--- config.mk ---
export PLATFORM = sky130hd
export DESIGN_NAME = packman_sprite_fetch
export DESIGN_NICKNAME = d
export VERILOG_FILES = /design/src/rtl/packman_sprite_fetch.sv
export SDC_FILE = /design/constraint.sdc
export NUM_CORES = 1
export LEC_CHECK = 0
export ABC_AREA = 0
export BUFFER_PORTS_ARGS = -buffer_cell sky130_fd_sc_hd__buf_4
export CAP_MARGIN = 20
export CELL_PAD_IN_SITES_DETAIL_PLACEMENT = 1
export CELL_PAD_IN_SITES_GLOBAL_PLACEMENT = 1
export CORE_MARGIN = 2
export CORE_UTILIZATION = 40
export CTS_BUF_LIST = sky130_fd_sc_hd__clkbuf_16
export CTS_CLUSTER_SIZE = 24
export DETAILED_ROUTE_END_ITERATION = 12
export PLACE_DENSITY_LB_ADDON = 0.2
export SETUP_SLACK_MARGIN = 0.4
export SLEW_MARGIN = 10
export SYNTH_ARGS = -nofsm -noshare
export SYNTH_HDL_FRONTEND = slang
export SYNTH_SLANG_ARGS = --single-unit
--- constraint.sdc ---
create_clock -name Clk -period 4.1 [get_ports Clk]
set_input_delay 0 -clock Clk [delete_from_list [all_inputs] [get_ports Clk]]
set_output_delay 0 -clock Clk [all_outputs]
set_load 0.01 [all_outputs]
--- src/rtl/packman_sprite_fetch.sv ---
// Sprite fetch stage for Pac-Man: maps the draw coordinate to a sprite-ROM address,
// registers the ROM colour index with an opaque-hit flag, and runs the chomp animation.
module packman_sprite_fetch #(
    parameter int unsigned SPR_W      = 16,
    parameter int unsigned SPR_H      = 16,
    parameter int unsigned NUM_FRAMES = 3,
    parameter int unsigned FRAME_DIV  = 4,
    parameter int unsigned TRANS_IDX  = 8,
    parameter int unsigned ADDR_W     = 12
) (
    input  logic              Clk,
    input  logic              Reset,
    input  logic [9:0]        DrawX,
    input  logic [9:0]        DrawY,
    input  logic              blank_n,
    input  logic              vsync,
    input  logic [9:0]        PacX,
    input  logic [9:0]        PacY,
    input  logic [1:0]        dir,
    input  logic              moving,
    output logic [ADDR_W-1:0] rom_addr,
    input  logic [3:0]        rom_data,
    output logic [3:0]        index,
    output logic              hit,
    output logic [1:0]        frame
);

    localparam int unsigned     DIV_W      = (FRAME_DIV > 1) ? $clog2(FRAME_DIV) : 1;
    localparam logic [DIV_W-1:0] DIV_LAST  = DIV_W'(FRAME_DIV - 1);
    localparam logic [1:0]      FRAME_LAST = 2'(NUM_FRAMES - 1);
    localparam logic [3:0]      TRANS_V    = 4'(TRANS_IDX);
    localparam logic [10:0]     SPR_W11    = 11'(SPR_W);
    localparam logic [10:0]     SPR_H11    = 11'(SPR_H);

    logic [9:0]        col_s;
    logic [9:0]        row_s;
    logic              in_box_s;
    logic              vs_edge_s;
    logic [ADDR_W-1:0] rom_addr_d, rom_addr_q;
    logic              v1_d, v1_q;
    logic [3:0]        index_d, index_q;
    logic              hit_d, hit_q;
    logic              vsync_q;
    logic [DIV_W-1:0]  div_d, div_q;
    logic [1:0]        frame_d, frame_q;

    // Stage 0/1 next state: box test in 11 bits so a sprite near column 1023 never wraps.
    always_comb begin
        col_s    = DrawX - PacX;
        row_s    = DrawY - PacY;
        in_box_s = blank_n
                 & ({1'b0, DrawX} >= {1'b0, PacX})
                 & ({1'b0, DrawX} <  ({1'b0, PacX} + SPR_W11))
                 & ({1'b0, DrawY} >= {1'b0, PacY})
                 & ({1'b0, DrawY} <  ({1'b0, PacY} + SPR_H11));
        v1_d     = in_box_s;
        if (in_box_s) begin
            rom_addr_d = ADDR_W'(((32'(dir) * NUM_FRAMES + 32'(frame_q)) * SPR_H
                                  + 32'(row_s)) * SPR_W + 32'(col_s));
        end else begin
            rom_addr_d = rom_addr_q;
        end
    end

    // Stage 2 next state: the ROM answer is only meaningful when stage 1 was inside the box.
    always_comb begin
        if (v1_q) begin
            index_d = rom_data;
            hit_d   = (rom_data != TRANS_V);
        end else begin
            index_d = 4'd0;
            hit_d   = 1'b0;
        end
    end

    // Animation next state: steps only on vsync rising edges while moving.
    always_comb begin
        div_d     = div_q;
        frame_d   = frame_q;
        vs_edge_s = vsync & ~vsync_q;
        if (vs_edge_s && moving) begin
            if (div_q == DIV_LAST) begin
                div_d   = '0;
                frame_d = (frame_q == FRAME_LAST) ? 2'd0 : (frame_q + 2'd1);
            end else begin
                div_d   = div_q + DIV_W'(1);
            end
        end else begin
            div_d   = div_q;
            frame_d = frame_q;
        end
    end

    // State registers; reset also discards anything in the pixel pipeline.
    always_ff @(posedge Clk) begin
        if (Reset) begin
            rom_addr_q <= '0;
            v1_q       <= 1'b0;
            index_q    <= 4'd0;
            hit_q      <= 1'b0;
            vsync_q    <= 1'b0;
            div_q      <= '0;
            frame_q    <= 2'd0;
        end else begin
            rom_addr_q <= rom_addr_d;
            v1_q       <= v1_d;
            index_q    <= index_d;
            hit_q      <= hit_d;
            vsync_q    <= vsync;
            div_q      <= div_d;
            frame_q    <= frame_d;
        end
    end

    assign rom_addr = rom_addr_q;
    assign index    = index_q;
    assign hit      = hit_q;
    assign frame    = frame_q;

endmodule

==> results.py <==
metrics = {
    "worst_hold_path": {
        "min_path_type": "input pin to flip-flop",
    },
    "die": {
        "dieWidth_um": 87.80,
        "die-area_um2": 7709,
        "fp.coreArea_um2": 6794,
        "die_height_um": 87.80,
        "placementRows": 30,
        "start_util_pct": 41.34,
        "io_pins": 70,
    },
    "detailed_routing": {
        "drc": 0,
        "ant_nets": 0,
        "drtPass1Iterations": 4,
        "num_vias": 2622,
        "drt_iter0_markers": 52,
        "viasPerCell": 5.234,
        "drt_wl_total_um": 7323,
        "wl_per_cell_um": 14.62,
    },
    "pwr": {
        "p_seq_share_pct": 23.0,
        "vdd_drop_max_mv": 0.1569,
        "p_int_uw": 623.6,
        "p_per_area_nw_per_um2": 280.6,
        "p_clk_share_pct": 20.9,
        "switchingPower_uw": 382.5,
        "switching_share_pct": 38.02,
        "p_comb_share_pct": 56.0,
        "p_leak_uw": 0.001709,
    },
    "clocking": {
        "cts.clk_slew.worst_paths_ns": 0.06,
        "clock_path_buffers": 2,
        "cts_tree": "built",
        "cts_root_buf": "clkbuf_16",
        "cts_buffers": 3,
        "htree_levels": 1,
        "postCtsSetupBuffers": 0,
        "cts.sink_count": 23,
        "clock_latency_ns": 0.26,
    },
    "grt": {
        "grt_pass1_vias": 2809,
        "grt_max_degree": 20,
        "grt.overflow.total": 0,
        "grt_pass1_wl_um": 12150,
        "grt_antenna_before_repair": 0,
        "track_usage_pct": 19.26,
    },
    "synthesis": {
        "ys_types": 55,
        "synth.largest_area_cell": "ha_1",
        "synth_edf_count": 0,
        "yosys-top-cells-area": "ha_1, dfxtp_1, fa_1",
        "yosys.cell_count.top_type": "ha_1",
        "synth_seq_cells": 23,
        "syn_area_um2": 2809,
        "synth_nets": 443,
        "postSynthAreaPerCell_um2": 8.461,
        "ys_seq_area_share_pct": 16.39,
        "synthArstFlopShare_pct": 0,
        "synthCells": 332,
        "yosys_warnings": 0,
        "synthTopCellsByCount": "ha_1, inv_1, a21oi_1, dfxtp_1, xnor2_1",
        "yosysTopAreaCellShare_pct": 21.83,
        "synthFlopType": "dfxtp_1",
    },
    "critical_path": {
        "arrival_ns": 3.78,
        "worstPathRequired_ns": 4.28,
        "worst-setup-path-type": "flip-flop to flip-flop",
        "cp_max_fo": 5,
        "cp-start-kind": "flip-flop",
        "crit_path_end_kind": "flip-flop",
    },
    "cells_and_area": {
        "final_layout_size_suffix_gt1_share_pct": 22.96,
        "fin_util_pct": 52.78,
        "final_net_count": 517,
        "diodes": 0,
        "syn_to_final_growth_pct": 27.66,
    },
    "sta": {
        "slew_violations": 0,
        "fin_tns_setup_ns": 0,
        "fin_crit_ns": 3.595,
        "finalHoldViolations": 0,
        "setup_viol": 0,
        "rsz0062_at_grt": "no",
        "fmax_mhz": 278.1,
        "finalCritPeriodShare_pct": 87.69,
        "tightestPinTransition_ns": 0.4841,
        "max_slew_margin_pct": 66.89,
        "skew_ns": 0.002014,
    },
    "placed_design": {
        "place_hpwl_um": 5979,
        "gp_congestion": 0.7738,
        "port_buffers": 69,
    },
    "run_status": {
        "status": "completed",
    },
    "run": {
        "cap_violations": 0,
    },
}
final timing paths:
| kind | startpoint | end | slack, ns | cells past startpoint |
|---|---|---|---|---|
| hold reg to reg | rom_addr[7] | rom_addr[7] | 0.48 | 2 |
| hold / removal | Reset | rom_addr[9] | 0.07 | 2 |
| setup reg to reg | frame[1] | rom_addr[11] | 0.50 | 15 |
| setup / recovery | frame[1] | rom_addr[11] | 0.50 | 15 |
what timing repair did:
action | 4_1_cts | 5_1_grt
gates resized for setup | 1 | 9
pin swaps | 0 | 2
endpoints found under the hold margin | 6 | 0
setup endpoints to repair | 1 | 3
hold buffers | 5 | 0
kinds of logic (layout without fill, tap and decap cells):
kind of cell | count (synthesis) | count (layout) | share of synthesized area [%]
compound gates | 91 | 91 | 21.78
xor+xnor | 23 | 23 | 7.172
fa+ha+maj | 60 | 60 | 29.67
buf+inv | 52 | 125 | 7.928
flops | 23 | 23 | 16.39
mux | 1 | 1 | 0.3564
simple gates | 82 | 82 | 16.70
metal layers:
metal	vias up	share of wire, %	track usage [%]
met5	-	0	0
met4	0	0.60	2.378
met3	6	2.8	1.791
met2	41	55	38.02
met1	1250	41	22.90
li1	1325	-	-
power groups by stage:
stage / combinational, uW / clock [uW] / sequential (uW)
floorplan: 388 / 0 / 238
global placement: 517 / 0 / 237
detailed placement: 534 / 0 / 237
CTS: 544 / 215 / 232
global route: 635 / 226 / 232
finish: 564 / 211 / 232
layout by cell type (no fill, tap or decap), types with 6 or more instances in the layout:
master   instances
a21o_1           6
a21oi_1         28
buf_4           70
dfxtp_1         22
fa_1            11
ha_1            47
inv_1           45
nand2_1          7
nand3_1         18
nor2_1          16
nor3_1           8
o21ai_0         10
o21ai_1          9
xnor2_1         21
per-stage QoR:
step | power, uW | instances | hold WS, ns | setup slack (ns) | instance area (um^2)
finish | 1006 | 501 | 0.06788 | 0.5046 | 3586
global route | 1092 | 501 | 0.08367 | 0.2772 | 3586
CTS | 991.4 | 501 | 0.07387 | 0.4197 | 3535
detailed placement | 770.8 | 492 | 0.2166 | 0.4049 | 3405
global placement | 754.2 | 492 | 0.2132 | 0.5775 | 3405
floorplan | 626.6 | 332 | 0.1217 | 0.6455 | 2809
registers in the layout, summed over array words and instances (netlist names):
name / flops
div_q: 2
frame: 2
hit: 1
index: 4
rom_addr: 12
v1_q: 1
vsync_q: 1
layout make-up:
class | instances | area [um^2]
timing repair buffer | 75 | 575.6
fill | 832 | 3208
multi-input combinational | 257 | 2173
sequential | 23 | 464.2
clock inverter | 1 | 5.005
clock buffer | 3 | 75.07
tap | 96 | 120.1
inverter | 46 | 172.7
critical path: stages, from the launching register on:
cell	delay [ns]
dfxtp_4	0.36
inv_1	0.05
fa_1	0.49
inv_1	0.05
ha_1	0.18
inv_1	0.07
fa_1	0.42
fa_1	0.49
inv_1	0.07
ha_4	0.29
nor2b_1	0.06
a221oi_1	0.32
o311ai_2	0.19
o21ai_1	0.15
xnor2_1	0.12
a211oi_2	0.21
(Power assumes the default switching activity.)
